**config.mk**
```make
export PLATFORM = sky130hd
export DESIGN_NAME = dcache_ctrl_rv32_flat
export DESIGN_NICKNAME = d
export VERILOG_FILES = /design/src/rtl/dcache_ctrl_rv32_pkg.sv /design/src/rtl/dcache_ctrl_rv32_if.sv /design/src/rtl/dcache_array_rv32.sv /design/src/rtl/dcache_ctrl_rv32.sv /design/src/flat_wrapper.sv
export VERILOG_INCLUDE_DIRS = /design/src /design/src/rtl
export SDC_FILE = /design/constraint.sdc
export NUM_CORES = 1
export LEC_CHECK = 0
export CORE_MARGIN = 1.5
export CORE_UTILIZATION = 60
export DETAILED_ROUTE_END_ITERATION = 8
export HOLD_SLACK_MARGIN = 0.12
export PLACE_DENSITY = 0.8
export REMOVE_ABC_BUFFERS = 1
export SKIP_CTS_REPAIR_TIMING = 1
export SYNTH_ARGS = -nofsm -noshare
export SYNTH_HDL_FRONTEND = slang
export SYNTH_SLANG_ARGS = --single-unit
```
**constraint.sdc**
```tcl
create_clock -name iCLK -period 8.7 [get_ports iCLK]
set_input_delay 1.305 -clock iCLK [delete_from_list [all_inputs] [get_ports iCLK]]
set_output_delay 1.305 -clock iCLK [all_outputs]
set_load 0.005 [all_outputs]
```
**src/rtl/dcache_defs.vh**
```
// dcache_defs.vh
// Shared encodings for the RV32 data-cache controller:
//   - FSM state codes (IDLE, REFILL, WRITE, WDONE)
//   - full-word byte-enable constant used for line refills
`ifndef DCACHE_DEFS_VH
`define DCACHE_DEFS_VH

`define DCACHE_ST_IDLE   2'd0
`define DCACHE_ST_REFILL 2'd1
`define DCACHE_ST_WRITE  2'd2
`define DCACHE_ST_WDONE  2'd3

`define DCACHE_BE_FULL   4'hF

`endif

```
**src/rtl/dcache_ctrl_rv32_pkg.sv**
```systemverilog
// dcache_ctrl_rv32_pkg
// Types and helpers shared by the data-cache controller files.
//   state_e    : controller FSM state, encodings from dcache_defs.vh
//   BE_FULL    : byte enables for a whole 32-bit word
//   word_align : clears the byte-offset bits of an address
package dcache_ctrl_rv32_pkg;

`include "dcache_defs.vh"

    typedef enum logic [1:0] {
        ST_IDLE   = `DCACHE_ST_IDLE,
        ST_REFILL = `DCACHE_ST_REFILL,
        ST_WRITE  = `DCACHE_ST_WRITE,
        ST_WDONE  = `DCACHE_ST_WDONE
    } state_e;

    localparam logic [3:0] BE_FULL = `DCACHE_BE_FULL;

    function automatic logic [31:0] word_align(input logic [31:0] addr);
        return addr & 32'hFFFF_FFFC;
    endfunction

endpackage

```
**src/rtl/dcache_ctrl_rv32_if.sv**
```systemverilog
// dcache_ctrl_rv32_if
// Bundles the requester (memory-access stage) and backing-memory signals
// of the data cache.
//   modport slave  : the cache controller side
//   modport master : the environment side (pipeline stage + memory)
// Requester: iREQ, iRW (1=read), iADDR, iWDATA, iBE -> oRDATA, oStallD
// Memory   : oMemREQ, oMemWE, oMemADDR, oMemWDATA, oMemBE <- iMemACK, iMemRDATA
interface dcache_ctrl_rv32_if;
    logic        iREQ;
    logic        iRW;
    logic [31:0] iADDR;
    logic [31:0] iWDATA;
    logic [3:0]  iBE;
    logic [31:0] oRDATA;
    logic        oStallD;
    logic        oMemREQ;
    logic        oMemWE;
    logic [31:0] oMemADDR;
    logic [31:0] oMemWDATA;
    logic [3:0]  oMemBE;
    logic        iMemACK;
    logic [31:0] iMemRDATA;

    modport slave (
        input  iREQ, iRW, iADDR, iWDATA, iBE, iMemACK, iMemRDATA,
        output oRDATA, oStallD, oMemREQ, oMemWE, oMemADDR, oMemWDATA, oMemBE
    );

    modport master (
        output iREQ, iRW, iADDR, iWDATA, iBE, iMemACK, iMemRDATA,
        input  oRDATA, oStallD, oMemREQ, oMemWE, oMemADDR, oMemWDATA, oMemBE
    );
endinterface

```
**src/rtl/dcache_array_rv32.sv**
```systemverilog
// dcache_array_rv32
// Direct-mapped tag/valid/data storage, one 32-bit word per line.
//   iCLK, iRST      : clock, synchronous active-high reset (valid bits only)
//   rd_idx_i        : combinational lookup index
//   rd_valid_o/rd_tag_o/rd_data_o : contents of the indexed line
//   wr_en_i         : write strobe; writes tag, sets valid, merges bytes
//   wr_idx_i/wr_tag_i/wr_data_i/wr_be_i : write port
module dcache_array_rv32
    import dcache_ctrl_rv32_pkg::*;
#(
    parameter int LINES = 16,
    parameter int IDX_W = $clog2(LINES),
    parameter int TAG_W = 30 - IDX_W
) (
    input  logic             iCLK,
    input  logic             iRST,
    input  logic [IDX_W-1:0] rd_idx_i,
    output logic             rd_valid_o,
    output logic [TAG_W-1:0] rd_tag_o,
    output logic [31:0]      rd_data_o,
    input  logic             wr_en_i,
    input  logic [IDX_W-1:0] wr_idx_i,
    input  logic [TAG_W-1:0] wr_tag_i,
    input  logic [31:0]      wr_data_i,
    input  logic [3:0]       wr_be_i
);

    logic [LINES-1:0] valid_q;
    logic [TAG_W-1:0] tag_q  [LINES];
    logic [31:0]      data_q [LINES];

    assign rd_valid_o = valid_q[rd_idx_i];
    assign rd_tag_o   = tag_q[rd_idx_i];
    assign rd_data_o  = data_q[rd_idx_i];

    always_ff @(posedge iCLK) begin
        if (iRST) begin
            valid_q <= '0;
        end else if (wr_en_i) begin
            valid_q[wr_idx_i] <= 1'b1;
        end
    end

    // Tag and data carry no reset; an invalid line is never reported as a hit.
    always_ff @(posedge iCLK) begin
        if (wr_en_i) begin
            tag_q[wr_idx_i] <= wr_tag_i;
            for (int b = 0; b < 4; b++) begin
                if (wr_be_i[b]) begin
                    data_q[wr_idx_i][8*b +: 8] <= wr_data_i[8*b +: 8];
                end
            end
        end
    end

endmodule

```
**src/rtl/dcache_ctrl_rv32.sv**
```systemverilog
// dcache_ctrl_rv32
// RV32 data-cache controller: direct-mapped, one word per line,
// write-through / no-write-allocate, blocking (one access in flight).
//   iCLK, iRST : clock, synchronous active-high reset
//   bus        : dcache_ctrl_rv32_if.slave (requester + backing memory)
//   oHitCnt, oMissCnt : saturating IDLE read hit/miss counters, present
//                       only when DCACHE_STATS_EN is defined
// Read hits return in the same cycle; a read miss refills the line and
// returns through a re-lookup in IDLE; every store goes to memory and
// finishes with a one-cycle WDONE release.
module dcache_ctrl_rv32
    import dcache_ctrl_rv32_pkg::*;
#(
    parameter int LINES = 16
) (
    input  logic               iCLK,
    input  logic               iRST,
    dcache_ctrl_rv32_if.slave  bus
`ifdef DCACHE_STATS_EN
    ,
    output logic [31:0]        oHitCnt,
    output logic [31:0]        oMissCnt
`endif
);

    localparam int IDX_W = $clog2(LINES);
    localparam int TAG_W = 30 - IDX_W;

    state_e      state_q;
    logic        mem_req_q;
    logic        mem_we_q;
    logic [31:0] addr_q;
    logic [31:0] wdata_q;
    logic [3:0]  be_q;

    logic [29:0]      lk_word_d;
    logic [IDX_W-1:0] lk_idx_d;
    logic [TAG_W-1:0] lk_tag_d;
    logic             line_valid;
    logic [TAG_W-1:0] line_tag;
    logic [31:0]      line_data;
    logic             hit_d;
    logic             idle_rd_d, idle_wr_d, rd_hit_d, rd_miss_d;
    logic             ack_fill_d, ack_wr_d;
    logic             arr_we_d;

    // In IDLE the lookup follows the live request; otherwise it follows the
    // latched address so the write-hit check sees the line being stored to.
    assign lk_word_d = (state_q == ST_IDLE) ? bus.iADDR[31:2] : addr_q[31:2];
    assign lk_idx_d  = lk_word_d[IDX_W-1:0];
    assign lk_tag_d  = lk_word_d[29:IDX_W];
    assign hit_d     = line_valid && (line_tag == lk_tag_d);

    assign idle_rd_d = (state_q == ST_IDLE) && bus.iREQ && bus.iRW;
    assign idle_wr_d = (state_q == ST_IDLE) && bus.iREQ && !bus.iRW;
    assign rd_hit_d  = idle_rd_d && hit_d;
    assign rd_miss_d = idle_rd_d && !hit_d;

    assign ack_fill_d = (state_q == ST_REFILL) && bus.iMemACK;
    assign ack_wr_d   = (state_q == ST_WRITE) && bus.iMemACK;
    // A reset landing on the ack edge wins: the access is aborted, not committed.
    assign arr_we_d   = !iRST && (ack_fill_d || (ack_wr_d && hit_d));

    dcache_array_rv32 #(
        .LINES (LINES),
        .IDX_W (IDX_W),
        .TAG_W (TAG_W)
    ) u_array (
        .iCLK       (iCLK),
        .iRST       (iRST),
        .rd_idx_i   (lk_idx_d),
        .rd_valid_o (line_valid),
        .rd_tag_o   (line_tag),
        .rd_data_o  (line_data),
        .wr_en_i    (arr_we_d),
        .wr_idx_i   (addr_q[IDX_W+1:2]),
        .wr_tag_i   (addr_q[31:IDX_W+2]),
        .wr_data_i  (ack_fill_d ? bus.iMemRDATA : wdata_q),
        .wr_be_i    (ack_fill_d ? BE_FULL : be_q)
    );

    assign bus.oRDATA    = rd_hit_d ? line_data : 32'h0;
    assign bus.oStallD   = (state_q == ST_REFILL) || (state_q == ST_WRITE) ||
                           rd_miss_d || idle_wr_d;
    assign bus.oMemREQ   = mem_req_q;
    assign bus.oMemWE    = mem_we_q;
    assign bus.oMemADDR  = addr_q;
    assign bus.oMemWDATA = wdata_q;
    assign bus.oMemBE    = be_q;

    always_ff @(posedge iCLK) begin
        if (iRST) begin
            state_q   <= ST_IDLE;
            mem_req_q <= 1'b0;
            mem_we_q  <= 1'b0;
            addr_q    <= 32'h0;
            wdata_q   <= 32'h0;
            be_q      <= 4'h0;
        end else begin
            unique case (state_q)
                ST_IDLE: begin
                    if (rd_miss_d) begin
                        addr_q    <= word_align(bus.iADDR);
                        be_q      <= BE_FULL;
                        mem_req_q <= 1'b1;
                        mem_we_q  <= 1'b0;
                        state_q   <= ST_REFILL;
                    end else if (idle_wr_d) begin
                        addr_q    <= word_align(bus.iADDR);
                        wdata_q   <= bus.iWDATA;
                        be_q      <= bus.iBE;
                        mem_req_q <= 1'b1;
                        mem_we_q  <= 1'b1;
                        state_q   <= ST_WRITE;
                    end
                end
                ST_REFILL: begin
                    if (bus.iMemACK) begin
                        mem_req_q <= 1'b0;
                        state_q   <= ST_IDLE;
                    end
                end
                ST_WRITE: begin
                    if (bus.iMemACK) begin
                        mem_req_q <= 1'b0;
                        mem_we_q  <= 1'b0;
                        state_q   <= ST_WDONE;
                    end
                end
                ST_WDONE: begin
                    state_q <= ST_IDLE;
                end
                default: begin
                    state_q <= ST_IDLE;
                end
            endcase
        end
    end

`ifdef DCACHE_STATS_EN
    logic [31:0] hit_cnt_q;
    logic [31:0] miss_cnt_q;

    always_ff @(posedge iCLK) begin
        if (iRST) begin
            hit_cnt_q  <= 32'h0;
            miss_cnt_q <= 32'h0;
        end else begin
            if (rd_hit_d && (hit_cnt_q != 32'hFFFF_FFFF)) begin
                hit_cnt_q <= hit_cnt_q + 32'd1;
            end
            if (rd_miss_d && (miss_cnt_q != 32'hFFFF_FFFF)) begin
                miss_cnt_q <= miss_cnt_q + 32'd1;
            end
        end
    end

    assign oHitCnt  = hit_cnt_q;
    assign oMissCnt = miss_cnt_q;
`endif

endmodule
```
**src/flat_wrapper.sv**
```systemverilog
// flat-port wrapper written by rule: the top's interface ports become plain ports
module dcache_ctrl_rv32_flat import dcache_ctrl_rv32_pkg::*;
#(
    parameter int LINES = 16
)
  (iCLK, iRST, bus_iREQ, bus_iRW, bus_iADDR, bus_iWDATA, bus_iBE, bus_iMemACK, bus_iMemRDATA, bus_oRDATA, bus_oStallD, bus_oMemREQ, bus_oMemWE, bus_oMemADDR, bus_oMemWDATA, bus_oMemBE);
  dcache_ctrl_rv32_if bus_i ();
  input  logic iCLK;
  input  logic iRST;
  input wire logic [$bits(bus_i.iREQ)-1:0] bus_iREQ;
  input wire logic [$bits(bus_i.iRW)-1:0] bus_iRW;
  input wire logic [$bits(bus_i.iADDR)-1:0] bus_iADDR;
  input wire logic [$bits(bus_i.iWDATA)-1:0] bus_iWDATA;
  input wire logic [$bits(bus_i.iBE)-1:0] bus_iBE;
  input wire logic [$bits(bus_i.iMemACK)-1:0] bus_iMemACK;
  input wire logic [$bits(bus_i.iMemRDATA)-1:0] bus_iMemRDATA;
  output wire logic [$bits(bus_i.oRDATA)-1:0] bus_oRDATA;
  output wire logic [$bits(bus_i.oStallD)-1:0] bus_oStallD;
  output wire logic [$bits(bus_i.oMemREQ)-1:0] bus_oMemREQ;
  output wire logic [$bits(bus_i.oMemWE)-1:0] bus_oMemWE;
  output wire logic [$bits(bus_i.oMemADDR)-1:0] bus_oMemADDR;
  output wire logic [$bits(bus_i.oMemWDATA)-1:0] bus_oMemWDATA;
  output wire logic [$bits(bus_i.oMemBE)-1:0] bus_oMemBE;
  assign bus_i.iREQ = bus_iREQ;
  assign bus_i.iRW = bus_iRW;
  assign bus_i.iADDR = bus_iADDR;
  assign bus_i.iWDATA = bus_iWDATA;
  assign bus_i.iBE = bus_iBE;
  assign bus_i.iMemACK = bus_iMemACK;
  assign bus_i.iMemRDATA = bus_iMemRDATA;
  assign bus_oRDATA = bus_i.oRDATA;
  assign bus_oStallD = bus_i.oStallD;
  assign bus_oMemREQ = bus_i.oMemREQ;
  assign bus_oMemWE = bus_i.oMemWE;
  assign bus_oMemADDR = bus_i.oMemADDR;
  assign bus_oMemWDATA = bus_i.oMemWDATA;
  assign bus_oMemBE = bus_i.oMemBE;
  dcache_ctrl_rv32 #(.LINES(LINES)) u_core (.iCLK(iCLK), .iRST(iRST), .bus(bus_i));
endmodule
```
# Word-level counts from Yosys, hierarchy flattened
# Memory sizes are Yosys's and may differ from the RTL's.
# Index checks and enable logic that the tools add are counted.
# word_totals
reg_bits	88
latchBits	0
ram_bits	928
mem_bits_ro	0
wordCells	87
memories	2
# mem_list
name	depth	word_bits	read_ports	rd_ports_with_merged_regs	wr	line	source
u_core.u_array.data_q	16	32	1	0	1	dcache_array_rv32.sv:30	logic [31:0] data_q [LINES];
u_core.u_array.tag_q	16	26	1	0	1	dcache_array_rv32.sv:29	logic [TAG_W-1:0] tag_q [LINES];
# op_classes
addsub	0
n_mul	0
div	0
order_cmp	3
n_eq_ne	8
shift	0
n_mux	37
n_bitwise	2
reduce_logical	28
# ops
operator	count
$mux W32	4
$mux W30	1
$eq A26 B26 Y1	1
$mux W1	20
$or A16 B16 Y16	1
$mux W4	3
$reduce_and A3 Y1	4
$logic_and A1 B1 Y1	11
$lt A4 B5 Y1 const B	2
$mux W2	4
$pmux W2 S4	1
$reduce_bool A2 Y1	3
$bmux W1 S4	1
$demux W1 S4	1
$eq A2 B2 Y1 const B	2
$ge A4 B1 Y1 const B	1
$logic_or A1 B1 Y1	4
$ne A2 B2 Y1 const B	2
$pmux W1 S2	2
$logic_not A1 Y1	3
$ne A3 B1 Y1 const B	1
$eq A2 B1 Y1 const B	1
$logic_not A2 Y1	1
$ne A2 B1 Y1 const B	1
3 further kinds	3

# Logic depth before layout (Yosys ltp)
# logic_depth
depth_word	10
depth_mapped	20
depth_no_buf	12

# Modules after synthesis
# From an unflattened synthesis, not the netlist that was laid out.
# unflattened
hier_cells	1997
hier_area_um2	39633.0
# by_module_without_submodules
module	instances	cells_each	area_each_um2
dcache_array_rv32	1	1552	35719.3
dcache_ctrl_rv32	1	445	3913.8

# Least setup slack after synthesis
# Ideal clock, no wire load.
# synth_path
path_kind	in2reg
startpoint	input port bus_iADDR[2]
endpoint	memory u_core.u_array.tag_q[0][0] (netlist name), enable pin
setup_time_ps	442
arrival_time_ps	6004
setup_slack_ps	2254
path_stages	15
n_path_buf	5
cell_sequence	mux2_4 -> buf_6 -> buf_8 -> mux2i_1 -> mux2_2 -> a221oi_2 -> o22ai_1 -> or4_1 -> a2111oi_4 -> nand3_1 -> o22a_1 -> buf_2 -> buf_6 -> buf_2 -> nor3_1
# synth_via
elab_chain_len	9
word_cells_on_any_way	11
classes_between	eq/ne (1); mux (5); reduce/logical (4); memory (1)
# synth_lines
item	line	source
start, declared	flat_wrapper.sv:12	input wire logic [$bits(bus_i.iADDR)-1:0] bus_iADDR;
$mux W30 *	dcache_ctrl_rv32.sv:49	assign lk_word_d = (state_q == ST_IDLE) ? bus.iADDR[31:2] : addr_q[31:2];
$mem_v2 Z16 W26 or $bmux W1 S4 (tied branches)	-	
$eq A26 B26 Y1 or $mux W1 (tied branches)	dcache_ctrl_rv32.sv:52, dcache_array_rv32.sv:32	
$logic_and A1 B1 Y1 *	dcache_ctrl_rv32.sv:52	assign hit_d = line_valid && (line_tag == lk_tag_d);
$logic_and A1 B1 Y1 *	dcache_ctrl_rv32.sv:62	assign arr_we_d = !iRST && (ack_fill_d || (ack_wr_d && hit_d));
$logic_or A1 B1 Y1 *	dcache_ctrl_rv32.sv:62	
$logic_and A1 B1 Y1 *	dcache_ctrl_rv32.sv:62	
$mux W1 *	dcache_array_rv32.sv:46	if (wr_en_i) begin
$mux W1 (not written as such) *	dcache_array_rv32.sv:47	tag_q[wr_idx_i] <= wr_tag_i;
end, declared	dcache_array_rv32.sv:29	
# Mark *: on every way between the ends. The rest lies on a longest branch, timed or not. The select of a mux whose other input is x is not followed.

# Worst setup path after layout
# layout_path
startpoint	input port bus_iADDR[4]
endpoint	output port bus_oRDATA[12]
# layout_via
elab_chain_len	6
word_cells_on_any_way	9
classes_between	eq/ne (1); mux (4); reduce/logical (2); memory (2)
# layout_lines
item	line	source
$mux W30 *	dcache_ctrl_rv32.sv:49	
$mem_v2 Z16 W26 or $bmux W1 S4 (tied branches)	-	
$eq A26 B26 Y1 or $mux W1 (tied branches)	dcache_ctrl_rv32.sv:52, dcache_array_rv32.sv:32	
$logic_and A1 B1 Y1	dcache_ctrl_rv32.sv:52	
$logic_and A1 B1 Y1	dcache_ctrl_rv32.sv:56	assign rd_hit_d = idle_rd_d && hit_d;
$mux W32 *	dcache_ctrl_rv32.sv:82	assign bus.oRDATA = rd_hit_d ? line_data : 32'h0;
end, declared	flat_wrapper.sv:17	output wire logic [$bits(bus_i.oRDATA)-1:0] bus_oRDATA;
# Marked as above.

==> metrics.md <==
| Metric | Value |
|---|---|
| Top-count cell post-synth | edfxtp_1 |
| Final setup vio count | 0 |
| Syn avg cell area | 18.9 um2 |
| Peak supply drop | 206 uV |
| Syn-to-layout area delta | 17.1% |
| Crit path launch type | input pin |
| Reg2reg end | u_core.u_array.tag_q[10][0] |
| GRT overflow | 0 |
| CP endpoint | bus_oRDATA[12] |
| Die area | 69500 um2 |
| Max-slew headroom | 21.6% |
| Share of post-route cells with drive strength above 1 | 25.0% |
| Sequential share of power | 42.0% |
| Clock power share | 32.6% |
| Global Route Usage Sum | 28.7% |
| # rows | 95 |
| Drt drc | 0 |
| Post-synth top area share | 68.4% |
| TritonRoute pass-1 iters | 5 |
| Worst skew pair latency | 0.68 ns |
| Post-DP Area | 44300 um2 |
| RSZ-0062 raised after global routing | no |
| Synth Area in Simple Gates | 4.74% |
| Fin cells | 3374 |
| Internal power | 9.69 mW |
| Fin crit period | 7.97 ns |
| Slowest cell on crit path | buf_4 |
| Finished Cell Area | 47700 um2 |
| Worst path required time | 7.39 ns |
| CTS tree | done |
| Sink Count | 1014 |
| DR iter-0 viols | 2669 |
| Synth Warn # | 0 |
| Post-synthesis cell type count | 60 |
| Fin nets | 2527 |
| Vias | 22356 |
| Clock tree buffer depth | 3 |
| Chip width | 264 um |
| Post-DP HPWL | 56600 um |
| Synth area leaders | edfxtp_1, mux4_2, dfxtp_1 |
| WS Path Type | in -> out |
| Power share of the combinational group | 25.3% |
| Worst R2R Start | u_core.state_q[1] |
| DRT antenna net count | 0 |
| Seq/Total Area, Yosys | 72.6% |
| Cell Pwr Density | 285 nW/um2 |
| Crit path from | bus_iADDR[4] |
| Core footprint | 67200 um2 |
| Max-slew violations | 0 |
| R2R setup slack | 1.77 ns |
| Least-Margin Pin Slew | 1.18 ns |
| Via/cell ratio | 6.63 |
| CP max FO | 58 |
| Fraction of the mapped netlist area in adder cells | 0.123% |
| CTS Buf Count | 98 |
| Clk pin slew, worst setup/hold paths | 0.07 ns |
| Setup Skew | 0.0263 ns |
| Leakage power | 15.4 nW |
| Worst r2r path cells | 15 |
| CP arrival | 6.67 ns |
| Critical path cell sequence | clkdlybuf4s50_1 > mux2_8 > buf_4 > mux4_2 > nand2_1 > and3_1 > a31oi_1 > xnor2_1 > a2111oi_4 > nand2_1 > nor4_4 > buf_4 > and2_1 > clkdlybuf4s50_1 |
| Maxcap violations | 0 |
| Area leader, netlist | edfxtp_1 |
| Crit end category | primary output |
| Diode count | 0 |
| Final wirelength | 98800 um |
| Post-synth top flop | edfxtp_1 |
| Initial antenna violation count | 1 |
| Mapped Cells | 2152 |
| Fmax | 125 MHz |
| Seq cells post-synth | 1014 |
| Initial core utilization | 60.7% |
| Post-synthesis compound-gate area fraction | 3.06% |
| Status | finished, final reports clean |
| Largest net degree at the start of global routing | 88 |
| Fraction of registers with async set or reset after synthesis | 0% |
| Switching Share | 28.6% |
| Die Y | 264 um |
| Synth Area in XOR/XNOR | 0.602% |
| Final hold vios | 0 |
| GP Congestion | 0.824 |
| Post-synthesis mux area share | 16.9% |
| Period Utilization, post-route | 91.6% |
| First-pass GRT wire length | 145000 um |
| Syn Std Cell Area | 40700 um2 |
| Root buffer cell | clkbuf_16 |
| Setup_tns | 0 ns |
| I/O pin total | 208 |
| Port Buf Inserts | 203 |
| Switching pwr | 3.89 mW |
| Placed cell count | 3191 |
| Wire per inst | 29.3 um |
| Top cells by instance count after synthesis | edfxtp_1, mux4_2, nand2_1, mux2i_1, clkbuf_1 |
| Hold Path Class | reg -> reg |
| Worst path max stage delay | 0.75 ns |
| Post-synth EDFFs | 928 |
| Largest family of logic cells by synthesized area | multiplexers |
| Vias in the first global route | 22906 |
| H-tree depth | 3 |
==> registers in the layout, summed over array words and instances, names as in the netlist <==
register                count
u_core.u_array.data_q     512
u_core.u_array.tag_q      416
u_core.bus.oMemWDATA       32
u_core.bus.oMemADDR        30
u_core.u_array.valid_q     16
u_core.bus.oMemBE           4
u_core.state_q              2
u_core.bus.oMemREQ          1
u_core.bus.oMemWE           1
==> power by group through the flow <==
stage | clock network (mW) | logic, mW | registers (mW)
final | 4.43 | 3.44 | 5.70
after global routing | 4.64 | 3.63 | 5.72
after global placement | 0 | 3.32 | 5.79
after CTS | 4.47 | 3.44 | 5.70
after detailed placement | 0 | 3.38 | 5.80
after floorplan | 0 | 2.42 | 5.76
==> logic make-up (layout without fill, tap and decap cells) <==
logic type | count (synthesis) | in the layout
compound gates | 194 | 194
simple gates | 360 | 360
xor+xnor | 28 | 28
flops | 1014 | 1014
fa+ha+maj | 4 | 4
other cells | 1 | 2
buf+inv | 171 | 519
mux | 380 | 380
==> area by class of cell <==
class / instances / area (um2)
multi-input combinational: 968 / 10700
clock buffer: 126 / 2610
tap: 873 / 1090
sequential: 1014 / 29600
clock inverter: 57 / 777
fill: 3841 / 19400
timing repair buffer: 317 / 2890
inverter: 19 / 71.3
==> cells in the final DEF (no fill, tap or decap), drive strengths merged, types with 18 or more instances in the layout <==
cell type | Yosys | layout
edfxtp | 928 | 928
mux4 | 242 | 242
clkdlybuf4s50 | 0 | 202
nand2 | 140 | 140
clkbuf | 90 | 126
buf | 62 | 115
mux2i | 95 | 95
dfxtp | 86 | 86
a21oi | 82 | 82
nor4 | 67 | 67
mux2 | 43 | 43
nand3 | 37 | 37
o21ai | 37 | 37
and2 | 34 | 34
clkinv | 0 | 31
nor3 | 29 | 29
inv | 19 | 24
nor2 | 18 | 18
==> critical path: cells and delay by family <==
kind | cells | cell delay, ns
muxes | 2 | 0.95
AOI/OAI and AO/OA | 2 | 0.72
and+or+nand+nor | 5 | 0.96
xor gates and xnor gates | 1 | 0.19
buffers and inverters | 4 | 2.41
==> worst min-delay path by stage <==
stage	start	end	cells after the start
2_1_floorplan	u_core.u_array.valid_q[1]	u_core.u_array.valid_q[1]	2
3_3_place_gp	u_core.u_array.valid_q[6]	u_core.u_array.valid_q[6]	2
3_5_place_dp	u_core.u_array.valid_q[6]	u_core.u_array.valid_q[6]	2
4_1_cts	u_core.u_array.valid_q[9]	u_core.u_array.valid_q[9]	2
5_1_grt	u_core.u_array.valid_q[9]	u_core.u_array.valid_q[9]	2
6_report	u_core.bus.oMemWDATA[22]	u_core.bus.oMemWDATA[22]	2
==> routing by layer <==
metal / up-vias / share of wire [%] / global-route usage (%)
met2: 1304 / 50 / 47.6
met5: - / 0.014 / 0
met3: 231 / 9.6 / 6.13
met4: 2 / 3.9 / 11.0
met1: 11506 / 36 / 37.6
li1: 9313 / - / -
==> metrics by stage <==
stage / utilization, % / worst slack, ns / hold slack, ns / total power, mW
2_1_floorplan: - / -1.47 / 0.433 / 8.17
3_5_place_dp: 66.0 / 0.774 / 0.448 / 9.19
4_1_cts: 71.0 / 0.696 / 0.460 / 13.6
5_1_grt: 71.0 / 0.433 / 0.481 / 14.0
3_3_place_gp: 66.0 / 0.869 / 0.441 / 9.10
6_report: 71.0 / 0.729 / 0.469 / 13.6
Power figures use the tool's default switching activity.
